<file path="config.mk">
export PLATFORM = sky130hd
export DESIGN_NAME = pc_ras
export DESIGN_NICKNAME = d
export VERILOG_FILES = /design/src/rtl/pc_ras.sv
export SDC_FILE = /design/constraint.sdc
export NUM_CORES = 1
export LEC_CHECK = 0
export BUFFER_PORTS_ARGS = -buffer_cell sky130_fd_sc_hd__buf_2
export CAP_MARGIN = 20
export CORE_MARGIN = 5
export CORE_UTILIZATION = 30
export CTS_BUF_LIST = sky130_fd_sc_hd__clkbuf_8
export DETAILED_ROUTE_END_ITERATION = 16
export MAX_ROUTING_LAYER = met4
export SETUP_SLACK_MARGIN = 0.05
export SYNTH_ARGS = -nofsm -noshare
export SYNTH_HDL_FRONTEND = slang
export SYNTH_SLANG_ARGS = --single-unit
</file>
<file path="constraint.sdc">
create_clock -name clk -period 2.51 [get_ports clk]
set_input_delay 0 -clock clk [delete_from_list [all_inputs] [get_ports clk]]
set_output_delay 0 -clock clk [all_outputs]
set_load 0.05 [all_outputs]
</file>
<file path="src/rtl/pc_ras.sv">
// pc_ras -- program counter with a circular return-address stack.
//
// Each rising clk edge applies at most one command, chosen by the priority
// ret > call > jmp > sub > add > inc. All pc arithmetic wraps modulo 2^WIDTH.
// A call pushes (pc + STEP). A call on a full stack overwrites the oldest
// entry and sets the sticky ovf flag. A ret on an empty stack leaves pc
// unchanged and sets the sticky unf flag. Both flags are cleared only by
// reset.
//
// Parameters:
//   WIDTH  pc / offset / target width (>= 4)
//   DEPTH  return-address stack entries (power of two, >= 2)
//   STEP   increment used by inc and for the return address
// Ports:
//   clk     sole clock, rising edge
//   reset   synchronous active-low reset
//   inc/add/sub/jmp/call/ret   command strobes
//   offset  unsigned operand for add/sub
//   target  destination for jmp/call
//   pc      registered program counter
//   level   number of valid stack entries, 0..DEPTH
//   empty   level == 0
//   full    level == DEPTH
//   ovf     sticky: a call happened while full
//   unf     sticky: a ret happened while empty
module pc_ras #(
  parameter int WIDTH = 16,
  parameter int DEPTH = 4,
  parameter int STEP  = 1
) (
  input  logic                     clk,
  input  logic                     reset,
  input  logic                     inc,
  input  logic                     add,
  input  logic                     sub,
  input  logic                     jmp,
  input  logic                     call,
  input  logic                     ret,
  input  logic [WIDTH-1:0]         offset,
  input  logic [WIDTH-1:0]         target,
  output logic [WIDTH-1:0]         pc,
  output logic [$clog2(DEPTH):0]   level,
  output logic                     empty,
  output logic                     full,
  output logic                     ovf,
  output logic                     unf
);

  localparam int PW = $clog2(DEPTH);
  localparam int LW = PW + 1;
  localparam logic [WIDTH-1:0] STEP_W  = WIDTH'(STEP);
  localparam logic [LW-1:0]    DEPTH_L = LW'(DEPTH);
  localparam logic [LW-1:0]    LVL_ONE = LW'(1);
  localparam logic [PW-1:0]    SP_ONE  = PW'(1);

  typedef enum logic [2:0] {
    OP_NONE = 3'd0,
    OP_INC  = 3'd1,
    OP_ADD  = 3'd2,
    OP_SUB  = 3'd3,
    OP_JMP  = 3'd4,
    OP_CALL = 3'd5,
    OP_RET  = 3'd6
  } op_e;

  logic [WIDTH-1:0] pc_r;
  logic [LW-1:0]    level_r;
  logic             ovf_r;
  logic             unf_r;
  // sp_r points at the slot the next push writes. When the stack is full
  // that slot holds the oldest entry, so a push there gives circular
  // overwrite without extra logic.
  logic [PW-1:0]    sp_r;
  logic [WIDTH-1:0] stack_r [DEPTH];

  op_e              op_s;
  logic [WIDTH-1:0] pc_s;
  logic [LW-1:0]    level_s;
  logic             ovf_s;
  logic             unf_s;
  logic [PW-1:0]    sp_s;
  logic             push_s;
  logic [PW-1:0]    sp_prev_s;
  logic [WIDTH-1:0] ret_addr_s;

  assign sp_prev_s  = sp_r - SP_ONE;
  assign ret_addr_s = pc_r + STEP_W;

  // Priority select of the single winning command.
  always_comb begin
    op_s = OP_NONE;
    if (ret) begin
      op_s = OP_RET;
    end else if (call) begin
      op_s = OP_CALL;
    end else if (jmp) begin
      op_s = OP_JMP;
    end else if (sub) begin
      op_s = OP_SUB;
    end else if (add) begin
      op_s = OP_ADD;
    end else if (inc) begin
      op_s = OP_INC;
    end else begin
      op_s = OP_NONE;
    end
  end

  // Next-state computation for pc, stack pointer, level and sticky flags.
  always_comb begin
    pc_s    = pc_r;
    level_s = level_r;
    ovf_s   = ovf_r;
    unf_s   = unf_r;
    sp_s    = sp_r;
    push_s  = 1'b0;
    case (op_s)
      OP_INC:  pc_s = pc_r + STEP_W;
      OP_ADD:  pc_s = pc_r + offset;
      OP_SUB:  pc_s = pc_r - offset;
      OP_JMP:  pc_s = target;
      OP_CALL: begin
        pc_s   = target;
        push_s = 1'b1;
        sp_s   = sp_r + SP_ONE;
        if (level_r == DEPTH_L) begin
          ovf_s = 1'b1;
        end else begin
          level_s = level_r + LVL_ONE;
        end
      end
      OP_RET: begin
        if (level_r == {LW{1'b0}}) begin
          unf_s = 1'b1;
        end else begin
          pc_s    = stack_r[sp_prev_s];
          sp_s    = sp_prev_s;
          level_s = level_r - LVL_ONE;
        end
      end
      default: begin
        pc_s = pc_r;
      end
    endcase
  end

  // State registers with synchronous active-low reset that also clears the stack.
  always_ff @(posedge clk) begin
    if (!reset) begin
      pc_r    <= {WIDTH{1'b0}};
      level_r <= {LW{1'b0}};
      ovf_r   <= 1'b0;
      unf_r   <= 1'b0;
      sp_r    <= {PW{1'b0}};
      for (int i = 0; i < DEPTH; i++) begin
        stack_r[i] <= {WIDTH{1'b0}};
      end
    end else begin
      pc_r    <= pc_s;
      level_r <= level_s;
      ovf_r   <= ovf_s;
      unf_r   <= unf_s;
      sp_r    <= sp_s;
      if (push_s) begin
        stack_r[sp_r] <= ret_addr_s;
      end
    end
  end

  assign pc    = pc_r;
  assign level = level_r;
  assign ovf   = ovf_r;
  assign unf   = unf_r;
  assign empty = (level_r == {LW{1'b0}});
  assign full  = (level_r == DEPTH_L);

endmodule

</file>
==> impl_metrics.py <==
metrics = {
    "outcome": {
        "status": "completed",
    },
    "worst_setup_path": {
        "crit_arrival_ps": 2680,
        "max_stage_delay_ps": 440,
        "worstPathRequired_ps": 2780,
        "cpMostUsedCell": "a21oi_2",
        "crit_family": "simple AND/OR/NAND/NOR gates",
        "cp_num_buf_inv": 2,
        "cp_slowest_cell": "or4_4",
        "r2r_cells": 10,
        "critPathKind": "input port to flop",
        "crit_path_end_kind": "flop",
        "crit_fanout": 7,
        "worstSetupStartpointType": "input port",
        "r2r-end": "pc[10]$_SDFFE_PN0P_",
        "ff2ff_setup_slack_ps": 200,
        "r2r-start": "pc[0]$_SDFFE_PN0P_",
        "crit_chain": "buf_12 > inv_12 > ha_4 > nand2b_4 > or4_4 > nor2_4 > a21oi_2 > xnor2_1 > ha_2 > a21oi_2 > o21ai_2 > a21o_1 > or3_1 > a31o_1 > a32o_1",
    },
    "yosys": {
        "seq_area_frac_synth_pct": 44.25,
        "synth_edf_count": 64,
        "synth_area_sq_um": 5384,
        "synth_cells": 544,
        "syn_avg_cell_area_sq_um": 9.897,
        "synth_seq_cells": 87,
        "synthFlopType": "edfxtp_1",
        "syn-num-nets": 603,
        "async_reset_ff_share_pct": 0,
        "yosysWarnings": 0,
        "synth_cell_types": 64,
    },
    "sta": {
        "maxSlewViolCount": 0,
        "rsz0062_at_grt": "true",
        "period_minus_slack_ps": 2418,
        "worst_pin_slew_ps": 745.5,
        "setup_viol": 0,
        "final.setup_skew_ps": 10.15,
        "max_freq_mhz": 413.5,
        "holdWs_ps": 52.78,
        "hold_violations": 0,
        "min_period_over_period_pct": 96.35,
        "max_slew_margin_pct": 50.30,
        "worst_slack_ps": 91.50,
    },
    "floorplanning": {
        "core_area_sq_um": 17840,
        "io_pins": 63,
        "initial_core_util_pct": 30.18,
        "fp.dieW_um": 144.0,
        "die_y_um": 144.0,
        "dieArea_sq_um": 20730,
        "num_rows": 49,
    },
    "pwr": {
        "p_leak_uw": 0.002717,
        "power_density_nw_per_um2": 859.4,
        "peakVddDrop_mv": 0.3624,
    },
    "global_routing": {
        "gr-total-overflow": 0,
        "grt_max_degree": 31,
        "grt.total_usage_pct": 15.99,
        "antenna_found_initial": 0,
        "grt_pass1_wl_mm": 25.04,
        "grt_pass1_vias": 4801,
    },
    "cts": {
        "htreeDepth": 3,
        "cts_made_buffers": 9,
        "clock-sinks": 87,
        "cts_hold_buf": 0,
        "cts_tree": "built",
        "clk_pin_slew_ps": 90,
        "cts_buffer_depth": 2,
        "cts_root_buf": "clkbuf_8",
        "insertion_delay_ps": 370,
    },
    "detailed_routing": {
        "detail-route-antenna-nets": 0,
        "drt-initial-drc-count": 363,
        "vias": 4753,
        "via_per_inst": 5.240,
        "drt-total-wl_mm": 15.77,
        "drtPass1Iterations": 5,
        "drc": 0,
        "post_drt_wl_per_cell_um": 17.39,
    },
    "worst_hold_path": {
        "min_path_type": "input port to flop",
        "hold_depth": 3,
        "hp-start": "target[9]",
        "hold_end": "pc[9]$_SDFFE_PN0P_",
    },
    "placement": {
        "post-place-ws_ps": -450.3,
        "port_buffers": 62,
        "post-dp-hpwl_mm": 11.98,
        "place_congestion": 0.8902,
    },
    "job": {
        "cap_violations": 0,
    },
    "finish": {
        "drive_gt1_share_pct": 32.15,
        "layout.nets": 732,
        "nFillCells": 1743,
        "antennaDiodeCount": 0,
        "area_growth_syn_to_layout_pct": 26.80,
    },
}
==> what timing repair did <==
item,4_1_cts,5_1_grt
resized for setup,2,20
setup endpoints to repair,3,6
pin swaps,7,9
setup buffers,1,2
cloned,0,0
==> tightest hold or removal path, delay by kind of cell <==
family	cells	cell delay [ps]
buf+inv	1	100
compound gates	2	280
==> state kept, by name, summed over array words and instances (netlist names) <==
register	cells
pc	16
level	3
sp_r	2
stack_r	64
ovf	1
unf	1
==> cell usage after synthesis (4+ instances only) <==
library cell / instances / share of area, %
edfxtp_1: 64 / 36
buf_2: 8 / 0.74
xnor2_1: 20 / 3.3
ha_1: 17 / 4.0
o211a_1: 4 / 0.74
o21ai_0: 31 / 2.9
o31ai_1: 4 / 0.56
nand3_1: 15 / 1.4
o21a_1: 6 / 0.84
nand2_1: 44 / 3.1
nand4_1: 7 / 0.81
inv_1: 13 / 0.91
dfxtp_1: 23 / 8.6
clkbuf_1: 16 / 1.1
a21oi_1: 39 / 3.6
xor2_1: 20 / 3.3
nor3_1: 8 / 0.74
and3_1: 7 / 0.81
or3_1: 8 / 0.93
and2_1: 8 / 0.93
a31oi_1: 8 / 0.93
and4_1: 5 / 0.81
nor2_1: 85 / 5.9
o221ai_1: 5 / 0.81
buf_4: 4 / 0.56
nor2b_1: 4 / 0.46
mux4_2: 16 / 6.7
==> metrics by stage <==
step | total power [uW] | area, sq um | util, % | std cells | setup TNS, ps
global route | 6224 | 6827 | 38.26 | 907 | -4.967
finish | 5867 | 6827 | 38.26 | 907 | 0
detailed placement | 4887 | 6548 | 36.70 | 888 | -2494
floorplan | 3866 | 5472 | - | 544 | -127.5
global placement | 4844 | 6548 | 36.70 | 888 | -2180
CTS | 5813 | 6739 | 37.77 | 905 | 0
==> report_power, final <==
| part | leakage, uW | total (uW) | switching [uW] | internal, uW |
|---|---|---|---|---|
| combinational | 0.00178 | 3040 | 1810 | 1230 |
| sequential | 0.000854 | 1920 | 172 | 1750 |
| clock | 0.0000843 | 907 | 539 | 368 |
==> how the worst max path moves through the flow <==
stage | to | slack [ps] | startpoint | depth (start not counted)
2_1_floorplan | pc[13]$_SDFFE_PN0P_ | -130 | offset[1] | 15
3_3_place_gp | pc[13]$_SDFFE_PN0P_ | -420 | offset[1] | 15
3_5_place_dp | pc[13]$_SDFFE_PN0P_ | -450 | offset[1] | 15
4_1_cts | pc[15]$_SDFFE_PN0P_ | 60 | offset[1] | 17
5_1_grt | pc[13]$_SDFFE_PN0P_ | -5 | offset[1] | 15
6_report | pc[13]$_SDFFE_PN0P_ | 90 | offset[1] | 15
==> placed cells by master, fill, tap and decap left out, types with 6 or more instances in the layout <==
master and instances:
buf_4 85, nor2_1 84, edfxtp_1 64, buf_2 60
nand2_1 44, a21oi_1 32, o21ai_0 27, dfxtp_1 22
xnor2_1 20, xor2_1 20, mux4_2 16, nand3_1 15
ha_1 15, inv_1 11, clkbuf_8 9, and2_1 8
a21oi_2 8, or3_1 8, a31oi_1 7, nand4_1 7
nor3_1 6, and3_1 6
==> area by class of cell <==
class | instances | area (sq um) | share of cell area [%]
clock buffers | 9 | 123.9 | 1.815
clock inverters | 7 | 53.80 | 0.7881
inverters | 13 | 66.31 | 0.9714
multi-input cells | 414 | 2923 | 42.82
flip-flops and latches | 87 | 2384 | 34.92
well taps | 229 | 286.5 | 4.197
repair buffers | 148 | 989.7 | 14.50
==> routing by layer <==
| metal | part of all wire, % | global-route usage, % | routed length (um) |
|---|---|---|---|
| met3 | 5.7 | 2.696 | 902 |
| met5 | 0 | - | 0 |
| met1 | 43 | 19.71 | 6810 |
| met4 | 1.7 | 4.063 | 267 |
| met2 | 49 | 27.32 | 7791 |
==> cells by family (layout without fill, tap and decap cells) <==
| kind of cell | Yosys count | in the layout | share of synthesized area [%] |
|---|---|---|---|
| simple gates | 212 | 212 | 19.03 |
| compound gates | 125 | 125 | 14.85 |
| flops | 87 | 87 | 44.25 |
| buf+inv | 43 | 177 | 3.602 |
| xor+xnor | 40 | 40 | 6.507 |
| fa+ha+maj | 19 | 19 | 4.694 |
| mux | 18 | 18 | 7.065 |
(Power assumes the default switching activity.)
